[config.mk]
export PLATFORM = sky130hd
export DESIGN_NAME = tt_um_asiclab_nibble_packer
export DESIGN_NICKNAME = d
export VERILOG_FILES = /design/src/rtl/tt_asiclab_pkg.sv /design/src/rtl/asiclab_byte_fifo.sv /design/src/rtl/tt_um_asiclab_nibble_packer.sv
export SDC_FILE = /design/constraint.sdc
export NUM_CORES = 1
export LEC_CHECK = 0
export CORE_AREA = 2 2 72 74
export CTS_CLUSTER_DIAMETER = 50
export DETAILED_ROUTE_END_ITERATION = 16
export DIE_AREA = 0 0 74 76
export GPL_TIMING_DRIVEN = 0
export HOLD_SLACK_MARGIN = 0.1
export PLACE_DENSITY = 0.57
export SLEW_MARGIN = 40
export SYNTH_ARGS = -nofsm -noshare
export SYNTH_HDL_FRONTEND = slang
export SYNTH_SLANG_ARGS = --single-unit
[constraint.sdc]
create_clock -name clk -period 4.6 [get_ports clk]
set_input_delay 0.69 -clock clk [delete_from_list [all_inputs] [get_ports clk]]
set_output_delay 0.69 -clock clk [all_outputs]
set_load 0.1 [all_outputs]
[src/rtl/tt_asiclab_pkg.sv]
`default_nettype none
// ============================================================================
// Module : tt_asiclab_pkg
// Desc   : Shared pin-map constants, types and helpers for the nibble packer.
// Rev    : 1.0 - initial release
// ============================================================================
package tt_asiclab_pkg;

    localparam int FIFO_DEPTH_DEFAULT = 2;

    // ui_in bit map
    localparam int c_ui_nibble_lsb = 0;
    localparam int c_ui_nibble_msb = 3;
    localparam int c_ui_in_valid   = 4;
    localparam int c_ui_out_ready  = 5;
    localparam int c_ui_flush      = 6;

    // uio_out bit map
    localparam int c_uio_out_valid = 0;
    localparam int c_uio_in_ready  = 1;
    localparam int c_uio_half      = 2;
    localparam int c_uio_zero      = 3;
    localparam int c_uio_sent_lsb  = 4;
    localparam int c_uio_sent_msb  = 7;

    localparam logic [7:0] c_uio_oe = 8'h0F;

    typedef logic [3:0] nibble_t;
    typedef logic [7:0] byte_t;

    function automatic byte_t pack_pair(input nibble_t hi, input nibble_t lo);
        return {hi, lo};
    endfunction

endpackage
`default_nettype wire

[src/rtl/asiclab_byte_fifo.sv]
`default_nettype none
// ============================================================================
// Module : asiclab_byte_fifo
// Desc   : Small byte FIFO with simultaneous push/pop; the caller guarantees
//          no push when full and no pop when empty.
// Rev    : 1.0 - initial release
// ============================================================================
module asiclab_byte_fifo
    import tt_asiclab_pkg::*;
#(
    parameter int DEPTH = FIFO_DEPTH_DEFAULT
)(
    input  logic                         clk,
    input  logic                         rst,
    input  logic                         i_push,
    input  byte_t                        i_data,
    input  logic                         i_pop,
    output byte_t                        o_data,
    output logic [$clog2(DEPTH+1)-1:0]   o_count
);

    localparam int AW = (DEPTH > 1) ? $clog2(DEPTH) : 1;
    localparam int CW = $clog2(DEPTH + 1);
    localparam logic [AW-1:0] c_last = AW'(DEPTH - 1);

    byte_t           r_mem [DEPTH];
    logic [AW-1:0]   r_wr_ptr;
    logic [AW-1:0]   r_rd_ptr;
    logic [CW-1:0]   r_count;

    always_ff @(posedge clk or posedge rst) begin
        if (rst) begin
            for (int i = 0; i < DEPTH; i++) begin
                r_mem[i] <= '0;
            end
            r_wr_ptr <= '0;
            r_rd_ptr <= '0;
            r_count  <= '0;
        end else begin
            if (i_push) begin
                r_mem[r_wr_ptr] <= i_data;
                r_wr_ptr        <= (r_wr_ptr == c_last) ? '0 : r_wr_ptr + 1'b1;
            end
            if (i_pop) begin
                r_rd_ptr <= (r_rd_ptr == c_last) ? '0 : r_rd_ptr + 1'b1;
            end
            case ({i_push, i_pop})
                2'b10:   r_count <= r_count + 1'b1;
                2'b01:   r_count <= r_count - 1'b1;
                default: r_count <= r_count;
            endcase
        end
    end

    assign o_data  = r_mem[r_rd_ptr];
    assign o_count = r_count;

endmodule
`default_nettype wire

[src/rtl/tt_um_asiclab_nibble_packer.sv]
`default_nettype none
// ============================================================================
// Module : tt_um_asiclab_nibble_packer
// Desc   : Packs nibble pairs into bytes (first nibble high) behind a small
//          byte FIFO, with flush of a lone nibble and a sent-byte counter.
// Rev    : 1.0 - initial release
// ============================================================================
module tt_um_asiclab_nibble_packer
    import tt_asiclab_pkg::*;
#(
    parameter int FIFO_DEPTH = FIFO_DEPTH_DEFAULT
)(
    input  logic       clk,
    input  logic       rst,
    input  logic [7:0] ui_in,
    output logic [7:0] uo_out,
    input  logic [7:0] uio_in,
    output logic [7:0] uio_out,
    output logic [7:0] uio_oe,
    input  logic       ena
);

    localparam int CW = $clog2(FIFO_DEPTH + 1);
    localparam logic [CW-1:0] c_full = CW'(FIFO_DEPTH);

    nibble_t         w_in_nibble;
    logic            w_in_valid;
    logic            w_out_ready;
    logic            w_flush;
    logic            w_unused_inputs;

    logic            r_half;
    nibble_t         r_hold;
    logic [3:0]      r_bytes_sent;

    logic [CW-1:0]   w_count;
    byte_t           w_head;
    byte_t           w_push_byte;
    logic            w_in_ready;
    logic            w_out_valid;
    logic            w_accept;
    logic            w_pair_push;
    logic            w_flush_push;
    logic            w_push;
    logic            w_pop;

    assign w_in_nibble     = ui_in[c_ui_nibble_msb:c_ui_nibble_lsb];
    assign w_in_valid      = ui_in[c_ui_in_valid];
    assign w_out_ready     = ui_in[c_ui_out_ready];
    assign w_flush         = ui_in[c_ui_flush];
    assign w_unused_inputs = &{1'b0, ena, uio_in, ui_in[7]};

    // in_ready depends only on registered state so out_ready never reaches it
    assign w_in_ready   = !(r_half && (w_count == c_full));
    assign w_out_valid  = (w_count != '0);
    assign w_accept     = w_in_valid && w_in_ready;
    assign w_pair_push  = w_accept && r_half;
    assign w_flush_push = w_flush && r_half && !w_in_valid && (w_count < c_full);
    assign w_push       = w_pair_push || w_flush_push;
    assign w_pop        = w_out_valid && w_out_ready;
    assign w_push_byte  = pack_pair(r_hold, w_pair_push ? w_in_nibble : 4'h0);

    asiclab_byte_fifo #(
        .DEPTH   (FIFO_DEPTH)
    ) u_fifo (
        .clk     (clk),
        .rst     (rst),
        .i_push  (w_push),
        .i_data  (w_push_byte),
        .i_pop   (w_pop),
        .o_data  (w_head),
        .o_count (w_count)
    );

    always_ff @(posedge clk or posedge rst) begin
        if (rst) begin
            r_half       <= 1'b0;
            r_hold       <= '0;
            r_bytes_sent <= '0;
        end else begin
            if (w_accept) begin
                r_half <= !r_half;
                if (!r_half) begin
                    r_hold <= w_in_nibble;
                end
            end else if (w_flush_push) begin
                r_half <= 1'b0;
            end
            if (w_pop) begin
                r_bytes_sent <= r_bytes_sent + 4'd1;
            end
        end
    end

    always_comb begin
        uio_out                                = '0;
        uio_out[c_uio_out_valid]               = w_out_valid;
        uio_out[c_uio_in_ready]                = w_in_ready;
        uio_out[c_uio_half]                    = r_half;
        uio_out[c_uio_zero]                    = 1'b0;
        uio_out[c_uio_sent_msb:c_uio_sent_lsb] = r_bytes_sent;
    end

    assign uo_out = w_out_valid ? w_head : 8'h00;
    assign uio_oe = c_uio_oe;

endmodule
`default_nettype wire

==> results of run 1 <==
[worst max-delay path: stages, from the launching register on]
cell and delay [ns]:
sky130_fd_sc_hd__dfrtp_1 0.36, sky130_fd_sc_hd__buf_4 0.16, sky130_fd_sc_hd__nor2_1 0.55, sky130_fd_sc_hd__inv_1 0.09
sky130_fd_sc_hd__buf_4 0.15, sky130_fd_sc_hd__buf_2 0.28
[per-layer routing]
metal | up-vias | track usage [%] | part of all wire [%]
met4 | 0 | 3.27 | 1.2
met2 | 38 | 16.0 | 45
met1 | 438 | 14.3 | 46
li1 | 440 | - | -
met3 | 6 | 4.63 | 8.2
met5 | - | 0 | 0
[through the flow]
stage | hold WS (ns) | std cells | utilization [%]
floorplan | 0.466 | 121 | -
global placement | 0.468 | 214 | 35.9
detailed placement | 0.470 | 214 | 34.4
CTS | 0.485 | 222 | 36.7
global route | 0.505 | 222 | 36.7
finish | 0.480 | 222 | 36.7
[worst max path at each step]
| stage | startpoint | endpoint | slack (ns) | cells past startpoint |
|---|---|---|---|---|
| CTS | u_fifo.o_count[0] | uio_out[0] | 1.98 | 5 |
| floorplan | u_fifo.r_rd_ptr | uo_out[0] | 2.00 | 3 |
| global route | u_fifo.o_count[0] | uio_out[0] | 1.91 | 5 |
| global placement | u_fifo.o_count[0] | uio_out[0] | 1.64 | 5 |
| detailed placement | ui_in[4] | u_fifo.o_count[1] | 2.17 | 6 |
| finish | u_fifo.o_count[0] | uio_out[0] | 2.05 | 5 |
[final cells by class]
| cell class | count | area, µm² |
|---|---|---|
| Sequential cell | 29 | 726 |
| Inverter | 3 | 11.3 |
| Multi-Input combinational cell | 75 | 606 |
| Clock inverter | 1 | 30.0 |
| Buffer | 14 | 103 |
| Clock buffer | 7 | 86.3 |
| Tap cell | 70 | 87.6 |
| Timing Repair Buffer | 23 | 155 |
| Fill cell | 484 | 3110 |
[registers in the layout, indices dropped and copies added, names as in the netlist]
signal / count
u_fifo.r_wr_ptr: 1
r_bytes_sent: 4
r_hold: 4
u_fifo.r_rd_ptr: 1
u_fifo.o_count: 2
r_half: 1
u_fifo.r_mem: 16
[synth_stat cells]
cell type                  instances  area share (%)
sky130_fd_sc_hd__mux2_2           12             9.5
sky130_fd_sc_hd__conb_1            2            0.53
sky130_fd_sc_hd__xor2_1            1            0.62
sky130_fd_sc_hd__o21a_1            1            0.53
sky130_fd_sc_hd__dfrtp_1          29              51
sky130_fd_sc_hd__nand4_4           1             1.5
sky130_fd_sc_hd__nor2b_2           1            0.62
sky130_fd_sc_hd__ha_1              2             1.8
sky130_fd_sc_hd__nand3_1           1            0.35
sky130_fd_sc_hd__inv_1             3            0.79
sky130_fd_sc_hd__and4b_1           1            0.71
sky130_fd_sc_hd__nand2b_1          1            0.44
sky130_fd_sc_hd__o21ai_2           1            0.62
sky130_fd_sc_hd__or2_2             1            0.44
sky130_fd_sc_hd__a22o_1            8             4.9
sky130_fd_sc_hd__buf_2             1            0.35
sky130_fd_sc_hd__nor3b_2           1            0.88
sky130_fd_sc_hd__mux2i_1           8             5.6
sky130_fd_sc_hd__buf_4            13             6.9
sky130_fd_sc_hd__xnor2_1           7             4.3
sky130_fd_sc_hd__nand2_1           5             1.3
sky130_fd_sc_hd__nor2_1           10             2.6
sky130_fd_sc_hd__nand4_1           1            0.44
sky130_fd_sc_hd__a21bo_4           1             1.1
sky130_fd_sc_hd__nor2b_1           1            0.44
sky130_fd_sc_hd__nand3b_4          1             1.4
[layout by cell type (no fill, tap or decap), types with 2 or more instances in the layout]
cell type	count
sky130_fd_sc_hd__dfrtp_1	29
sky130_fd_sc_hd__buf_2	16
sky130_fd_sc_hd__buf_4	13
sky130_fd_sc_hd__mux2_2	12
sky130_fd_sc_hd__nor2_1	10
sky130_fd_sc_hd__conb_1	9
sky130_fd_sc_hd__a22o_1	8
sky130_fd_sc_hd__mux2i_1	8
sky130_fd_sc_hd__clkdlybuf4s50_1	8
sky130_fd_sc_hd__xnor2_1	7
sky130_fd_sc_hd__clkbuf_8	6
sky130_fd_sc_hd__nand2_1	5
sky130_fd_sc_hd__inv_1	2
sky130_fd_sc_hd__ha_1	2
[cell families after synthesis]
| kind of cell | after synthesis |
|---|---|
| buf+inv | 17 |
| simple gates | 25 |
| xor+xnor | 8 |
| compound gates | 11 |
| mux | 20 |
| flops | 29 |
| other cells | 2 |
| fa+ha+maj | 2 |
==> results list, run 1 <==
* Fraction of synthesized area in multiplexers: 15.2%
- Count of buffers added by post-CTS timing repair for setup: 0
* Antenna Cells: 0
- The worst register-to-register path ends at u_fifo.o_count[1].
- Summed over all nets, the half-perimeter wirelength after detailed placement is 1990 µm.
- Total number of vias: 922
* Largest family of logic cells by synthesized area: multiplexers
* Clock latency reported for the late side of the worst-skew pair: 0.28 ns
- Status: completed
* Antenna violations before repair: 0
* Vias in the first global route: 926
* Maximum number of pins on one net before global-route repair: 30
- Share of layout cells above drive strength 1: 36.8%
* Placement-stage worst setup slack: 2.17 ns
* First-pass iteration count of the detailed router: 4
- In this run the critical register-to-register path is launched from u_fifo.o_count[0].
* Final period util: 55.5%
- Width of the die: 74 µm
* Synth Instances: 114
* Worst Hold End: r_bytes_sent[3]
* CP endpoint kind: output pin
- Of all nets on the critical path, the largest fanout is 9.
* Total Nets Final: 172
* Number of cells on the worst reg-to-reg path: 6
- Of the synthesized area, sequential elements account for 51.1%.
- Arrival time at the worst endpoint: 1.86 ns
* Average wire per standard cell: 12.6 µm
- Synthesis-to-layout area growth: 27.2%
* Vertical die dimension: 76 µm
- Synthesis instantiated 26 different standard cells from the library.
- Cells on Worst Hold Path: 1
- Maximum clock frequency: 392 MHz
* Endpoints failing setup: 0
- Number of synthesized register bits: 29
- The cell sitting at the root of the clock tree is a sky130_fd_sc_hd__clkbuf_8.
* Total number of H-tree levels: 2
- Global route total overflow: 0
- Buffers from clock root to sink, at most: 2
- After clock tree synthesis, the repair step resized 0 gates.
- Across every metal layer, demand over resource in global routing totals 10.8%.
- Fraction of the mapped netlist area in adder cells: 1.76%
* Post-route standard cell area excluding fillers: 1800 µm²
- Shortest period the worst path allows: 2.55 ns
- Simple-gate share of the synthesized area: 11.2%
* Post-Syn Area per Cell: 12.4 µm²
- Setup total negative slack on the finished layout was measured at 0 ns.
- Dividing the detail-routed via count by the number of cells gives 4.15.
* Placement Rows: 26
- After detailed routing, the number of remaining DRC violations is 0.
* RD Place Congestion: 0.766
- Floorplan core area: 4910 µm²
- Setup repair after global routing left no endpoint under its margin.
- Startpoint of the most critical hold path: r_bytes_sent[3]
* Clock Pin Slew Worst Setup and Hold Paths: 0.06 ns
- Once detail routing completed, the nets flagged for antenna violations numbered 0.
* Critical Setup Path Class: flip-flop to output pin
* Hold-fix buffer count after cts: 0
- Global-route wire length before repair: 4600 µm
* Top-level port count: 43
- Clock tree synthesis found a total of 29 sinks.
* Area of the die: 5620 µm²
- The final hold violation count is 0.
- Buffers added on ports: 23
- In this run the cell area of the synthesized design comes to 1420 µm².
- Maxcap violations: 0
* Setup Skew: 0.00477 ns
- TritonCTS built the clock tree.
* Final count of pins violating max slew: 0
* Hold crit path type: flip-flop to flip-flop
- Dpl cell area: 1690 µm²
* Least-Margin Pin Slew: 0.696 ns
* Cts bufs inserted: 5
* Worst setup margin: 2.05 ns
* Initial core utilization: 28.9%
- For this block, the routed nets add up to 2800 µm of wire.
- Headroom to the max-slew limit came out at 53.4%.
- For the worst setup path, the data required time is 3.91 ns.
- The first routing iteration left 39 violations.
- Yosys warnings: 0
* Synthesized-area fraction occupied by ao, oa, aoi and oai cells: 7.23%
- Fraction of synthesized cell area in xor and xnor cells: 4.94%
- Register-to-register setup slack: 3.01 ns
- The worst setup path is launched from a flip-flop.
Power of run 1 is left out: the tool's default activity adds up to more than one toggle a clock period on the data nets, which glitch-free logic cannot reach.
==> run 2, diff against run 1 <==
--- a/config.mk
+++ b/config.mk
@@ -11,7 +11,7 @@
 export DIE_AREA = 0 0 74 76
 export GPL_TIMING_DRIVEN = 0
 export HOLD_SLACK_MARGIN = 0.1
-export PLACE_DENSITY = 0.57
+export PLACE_DENSITY = 0.59
 export SLEW_MARGIN = 40
 export SYNTH_ARGS = -nofsm -noshare
 export SYNTH_HDL_FRONTEND = slang
==> constraint.sdc (replaced) <==
create_clock -name clk -period 2.1 [get_ports clk]
set_input_delay 0.315 -clock clk [delete_from_list [all_inputs] [get_ports clk]]
set_output_delay 0.315 -clock clk [all_outputs]
set_load 0.1 [all_outputs]
==> run 2 against run 1 <==
Count of clock-buffer cells in the layout stayed put. First-iteration DRC count is 36% higher. Critical path depth stayed put. Critical path type unchanged. Sequential share of layout area is 0.28 points lower. Register-to-register slack worse by 2.5 ns. Global-route usage is 0.28 points higher. Clock skew is 0.0021 ns higher. Non-clock buffer count stayed put.
==> results list, run 2 (synthesis gave the netlist of run 1 again) <==
- The library cell used most frequently in the layout, excluding fill and tap cells, is sky130_fd_sc_hd__dfrtp_1.
- Largest register FFs: 16 (unchanged)
* Synthesis-to-layout area growth: 28.0%
- The number of buffer and inverter instances along the worst setup path was 4 (unchanged).
* Clock Pin Slew Worst Setup and Hold Paths: 0.07 ns (about the same)
- The effective utilization at floorplan came to 28.9% (unchanged).
- The filler-free cell count of the finished design was 222 (unchanged).
- TritonCTS built the clock tree.
* Final Hold Viols: 0 (unchanged)
- Maxcap violations: 0 (unchanged)
- Count of placed standard cells including taps: 214 (unchanged)
* Largest register by flop count: u_fifo.r_mem
* Cts bufs inserted: 5 (unchanged)
* Critical Setup Path Class: flip-flop to output pin
- RD Place Congestion: 0.724 (-5.5%)
- CP Data Required Time: 1.78 ns (-2.13 ns)
* Shortest period the worst path allows: 1.94 ns
- The detailed-route wire length is 2720 µm (-2.8%).
* Width of the die: 74 µm (unchanged)
- On the critical path, the stage with the largest delay is an instance of sky130_fd_sc_hd__dfrtp_1.
* Antenna violations before repair: 0 (unchanged)
- The number of pins with negative max-slew slack in the final report was 0 (unchanged).
- Placement-stage worst setup slack: 0.0214 ns (-2.15 ns)
* Commonest cells after routing, fill and taps aside: 29 x sky130_fd_sc_hd__dfrtp_1, 16 x sky130_fd_sc_hd__buf_2, 13 x sky130_fd_sc_hd__buf_4
- Setup repair after global routing missed its margin: false
* Total number of vias: 928 (+0.65%)
- The number of global-route vias before repair is 983 (+6.2%).
- Least-Margin Pin Slew: 0.591 ns (-0.105 ns)
* Maximum number of pins on one net before global-route repair: 30 (unchanged)
- The number of rows created at floorplan was 26 (unchanged).
* CTS sink count: 29 (unchanged)
* Largest registers in the final layout: u_fifo.r_mem x16, r_bytes_sent x4, r_hold x4
- Area of the die: 5620 µm² (unchanged)
* Kind of start point of the critical path: flip-flop
- The remaining max-slew budget at the tightest pin is 60.6% (+7.1 points).
* Setup Skew: 0.00683 ns (+0.00206 ns)
* Final period util: 92.6%
- Total number of H-tree levels: 2 (unchanged)
- The clock insertion delay at the later pin of the skew report came to 0.28 ns (about the same).
- Buffers added on ports: 23 (unchanged)
* Average wire per standard cell: 12.3 µm (-2.8%)
- Top-level port count: 43 (unchanged)
- Grouping stages by cell kind, the critical path spends the most delay in buffers and inverters.
- Vertical die dimension: 76 µm (unchanged)
- Antenna Cells: 0 (unchanged)
- The routed via count divided by cell count is 4.18 (+0.65%).
* Maximum clock frequency: 514 MHz
- The first-pass GRT wire length was 4660 µm (+1.3%).
- The detailed placement HPWL is 2000 µm (+0.44%).
- Post_cts resized: 1 (+1)
- The DRC violation count after routing is 0 (unchanged).
* Finished Core Util: 37.0% (+0.25 points)
- Arrival time at the worst endpoint: 1.63 ns (-0.23 ns)
- The largest buffer count on any clock path is 2 (unchanged).
- Slowest Stage Delay on Critical Path: 0.36 ns (-0.19 ns)
* Root cell of the clock tree: sky130_fd_sc_hd__clkbuf_8
* Global-route total usage across every layer: 11.1% (+0.28 points)
* Cell Chain, Critical Path: buf_4 > nor2_4 > inv_1 > buf_4 > buf_2
- The fraction of layout instances using a drive strength above 1 is 43.4% (+6.6 points).
- By instance count, the cell type seen most on the critical path is sky130_fd_sc_hd__buf_4.
* Detailed router's first-iteration violation count: 53 (+36%)
- Endpoints failing setup: 0 (unchanged)
- Maximum net fanout on the critical path: 9 (unchanged)
* Hold-fix buffer count after cts: 0 (unchanged)
* Total Nets Final: 172 (unchanged)
- Status: completed
* Number of nets with antenna violations after routing: 0 (unchanged)
- CP endpoint kind: output pin
- Count of buffers added by post-CTS timing repair for setup: 0 (unchanged)
* Hold crit path type: primary input to async pin
* Global route total overflow: 0 (unchanged)
- The least setup slack across all paths after layout is 0.156 ns (-1.89 ns).
- First-pass iteration count of the detailed router: 4 (unchanged)
- Floorplan core area: 4910 µm² (unchanged)
run 2: cell types whose count changed in the layout (fill, tap and decap cells not counted):
cell / change
sky130_fd_sc_hd__clkinv_2: +1
sky130_fd_sc_hd__bufinv_16: -1
sky130_fd_sc_hd__nor2_2: +8
sky130_fd_sc_hd__nor2_4: +1
sky130_fd_sc_hd__nor2_1: -9
sky130_fd_sc_hd__clkbuf_1: -1
sky130_fd_sc_hd__clkbuf_8: +1
run 2: path summary, 6_finish.rpt:
kind	start	end	slack (ns)	depth (start not counted)
max in group asynchronous	rst	u_fifo.r_mem[4]	1.28	2
worst min register to register	r_bytes_sent[3]	r_bytes_sent[3]	0.47	1
min in group clk	r_bytes_sent[3]	r_bytes_sent[3]	0.47	1
worst max-delay path	u_fifo.o_count[0]	uio_out[0]	0.16	5
worst max register to register	u_fifo.o_count[0]	u_fifo.o_count[1]	0.48	6
worst min-delay path	rst	r_hold[1]	0.43	2
run 2: per-stage QoR:
step / hold slack, ns / setup TNS [ns] / cell area, µm²
detailed placement: 0.463 / 0 / 1710
global route: 0.478 / 0 / 1820
CTS: 0.448 / 0 / 1820
global placement: 0.469 / -5.38 / 1780
floorplan: 0.393 / 0 / 1470
finish: 0.427 / 0 / 1820
run 2: routing by layer:
| metal | GRT usage (%) | up-vias | wire, µm |
|---|---|---|---|
| li1 | - | 441 | - |
| met1 | 13.6 | 454 | 1230 |
| met2 | 17.6 | 26 | 1290 |
| met3 | 3.97 | 7 | 152 |
| met4 | 4.36 | 0 | 50 |
| met5 | 0 | - | 0 |
run 2: final cells by class:
class / count / area, µm²
Clock buffer: 7 / 96.3
Sequential cell: 29 / 726
Fill cell: 495 / 3100
Inverter: 3 / 11.3
Buffer: 14 / 103
Multi-Input combinational cell: 75 / 633
Clock inverter: 1 / 5.00
Timing Repair Buffer: 23 / 155
Tap cell: 70 / 87.6
Power of run 2 is left out for the same reason.
==> run 3, diff against run 2 <==
--- a/config.mk
+++ b/config.mk
@@ -5,13 +5,13 @@
 export SDC_FILE = /design/constraint.sdc
 export NUM_CORES = 1
 export LEC_CHECK = 0
-export CORE_AREA = 2 2 72 74
+export CORE_AREA = 2 2 62 64
 export CTS_CLUSTER_DIAMETER = 50
 export DETAILED_ROUTE_END_ITERATION = 16
-export DIE_AREA = 0 0 74 76
+export DIE_AREA = 0 0 64 66
 export GPL_TIMING_DRIVEN = 0
 export HOLD_SLACK_MARGIN = 0.1
-export PLACE_DENSITY = 0.59
+export PLACE_DENSITY = 0.76
 export SLEW_MARGIN = 40
 export SYNTH_ARGS = -nofsm -noshare
 export SYNTH_HDL_FRONTEND = slang
==> run 3 against run 2 <==
Routed wire length down 10%. Non-clock buffer count unchanged. Count of clock-buffer cells in the layout unchanged. Highest routed layer unchanged. Critical path depth unchanged. Critical path type unchanged. Largest cell class unchanged.
==> results list, run 3 (synthesis gave the netlist of run 1 again) <==
- The overall die height came to 66 µm (-13%).
- The library cell used most frequently in the layout, excluding fill and tap cells, is sky130_fd_sc_hd__dfrtp_1.
- Count of buffers added by post-CTS timing repair for setup: 0 (unchanged)
- Detailed router's first-iteration violation count: 27 (-49%)
* Status: completed
- Setup repair after global routing left no endpoint under its margin.
- Slew margin rel.: 61.0% (+0.42 points)
- The fraction of layout instances using a drive strength above 1 came to 42.4% (-1.0 points).
- The largest registers in the layout are u_fifo.r_mem x16, r_bytes_sent x4, r_hold x4.
- TritonCTS built the clock tree.
* Shortest period the worst path allows: 1.96 ns (+0.0155 ns)
- The share of the clock period used by the worst path is 93.3% (+0.74 points).
- The post-route setup TNS was 0 ns (unchanged).
- The via count was 920 (-0.86%).
* Fill cell total of the finished layout: 337 (-32%)
* RD Place Congestion: 0.746 (+3.1%)
* Half-perimeter wire length after placement: 1800 µm (-9.9%)
- Worst setup margin: 0.141 ns (-0.0155 ns)
* Cell Chain, Critical Path: buf_4 > nor2_4 > inv_1 > buf_4 > buf_2
* Root cell of the clock tree: sky130_fd_sc_hd__clkbuf_4
* Maximum net fanout on the critical path: 9 (unchanged)
* Clock latency reported for the late side of the worst-skew pair: 0.32 ns (+0.04 ns)
* CP Data Required Time: 1.78 ns (about the same)
* Global-route total usage across every layer: 13.5% (+2.4 points)
- The detailed-route wire length came to 2440 µm (-10%).
- Final Hold Viols: 0 (unchanged)
* Placement Rows: 22 (-15%)
- Area of the multi-input gates: 633 µm² (unchanged)
- Commonest cells after routing, fill and taps aside: 29 x sky130_fd_sc_hd__dfrtp_1, 16 x sky130_fd_sc_hd__buf_2, 13 x sky130_fd_sc_hd__buf_4
* Width of the die: 64 µm (-14%)
- Global-route wire length before repair: 4150 µm (-11%)
- Counting flops per register, the top entry is u_fifo.r_mem.
- The largest buffer count on any clock path is 2 (unchanged).
- Placement-stage worst setup slack: 0.0696 ns (+0.0482 ns)
* CTS sink count: 29 (unchanged)
* Buffers added on ports: 23 (unchanged)
* Global route total overflow: 0 (unchanged)
* Cts bufs inserted: 5 (unchanged)
- The setup violation total in the final timing report is 0 (unchanged).
- Final Hold Slack: 0.375 ns (-0.0524 ns)
- Vias in the first global route: 909 (-7.5%)
- CP dominant cell by count: sky130_fd_sc_hd__buf_4
- The routed via count divided by cell count is 4.62 (+11%).
- In this run the worst hold path is classified as primary input to async pin.
* Slowest Stage Delay on Critical Path: 0.37 ns (about the same)
- Critical Setup Path Class: flip-flop to output pin
- Total number of H-tree levels: 2 (unchanged)
* Hold-fix buffer count after cts: 0 (unchanged)
* Post_cts resized: 1 (unchanged)
- The post-detailed-route wirelength per cell came to 12.3 µm (about the same).
- On the critical path, the stage with the largest delay is an instance of sky130_fd_sc_hd__dfrtp_1.
- The antenna violation net count after detailed routing was 0 (unchanged).
- Total Nets Final: 172 (unchanged)
- The pin slew with the least headroom to its limit was 0.585 ns (-0.00622 ns).
- The worst-case clock skew is 0.00721 ns (+0.000382 ns).
* Arrival time at the worst endpoint: 1.64 ns (about the same)
- CP endpoint kind: output pin
- The area enclosed by the die boundary is 4220 µm² (-25%).
* Worst path top cell family by delay: buffers and inverters
- The worst setup path is launched from a flip-flop.
* Maximum number of pins on one net before global-route repair: 30 (unchanged)
- Finished Core Util: 49.1% (+12 points)
* Floorplan core area: 3550 µm² (-28%)
- The maximum clock frequency came to 510 MHz (-0.79%).
* Synthesis-to-layout area growth: 22.8%
* First-pass iteration count of the detailed router: 4 (unchanged)
- The register area came to 726 µm² (unchanged).
- The initial antenna violation count was 0 (unchanged).
- The number of pins with negative max-slew slack in the final report was 0 (unchanged).
- Maxcap violations: 0 (unchanged)
- The total inserted antenna cells was 0 (unchanged).
- The number of primary I/O pins is 43 (unchanged).
- Residual DRC count: 0 (unchanged)
- The number of buffer and inverter instances along the worst setup path was 4 (unchanged).
- The flip-flop count of the largest register after layout is 16 (unchanged).
* Initial core utilization: 40.0% (+11 points)
* Clock Pin Slew Worst Setup and Hold Paths: 0.08 ns (about the same)
## run 3: worst paths after layout
kind                                   startpoint                end  slack, ns  cells past startpoint
max in group asynchronous                     rst             r_half       1.33                      2
worst min register to register    r_bytes_sent[3]    r_bytes_sent[3]       0.49                      1
worst max-delay path            u_fifo.o_count[0]         uio_out[0]       0.14                      5
worst max register to register  u_fifo.o_count[0]  u_fifo.o_count[1]       0.51                      6
worst min-delay path                          rst    r_bytes_sent[3]       0.37                      2
min in group clk                  r_bytes_sent[3]    r_bytes_sent[3]       0.49                      1
## run 3: routing by layer
layer	vias up	part of all wire, %	track usage (%)
li1	439	-	-
met1	449	41	14.9
met2	25	51	23.0
met3	7	4.8	4.60
met4	0	2.4	7.34
met5	-	0	0
## run 3: cell type report
class / count / area share [%]
Inverter: 3 / 0.646
Buffer: 14 / 5.89
Clock buffer: 7 / 3.16
Multi-Input combinational cell: 75 / 36.3
Tap cell: 48 / 3.45
Sequential cell: 29 / 41.6
Timing Repair Buffer: 23 / 8.90
## run 3: worst reg2reg max path, delay by kind of cell (launching register included)
kind                     cells  cell delay (ns)
AO/OA/AOI/OAI                1             0.23
XOR/XNOR                     1             0.16
flip-flops                   1             0.37
buffers and inverters        2             0.29
adder cells (fa/ha/maj)      1             0.34
AND/OR/NAND/NOR              1             0.13
## run 3: stage by stage
step,area (µm²),cells
finish,1740,199
global route,1740,199
CTS,1740,199
detailed placement,1680,192
global placement,1760,192
floorplan,1470,121
Power of run 3 is left out for the same reason.
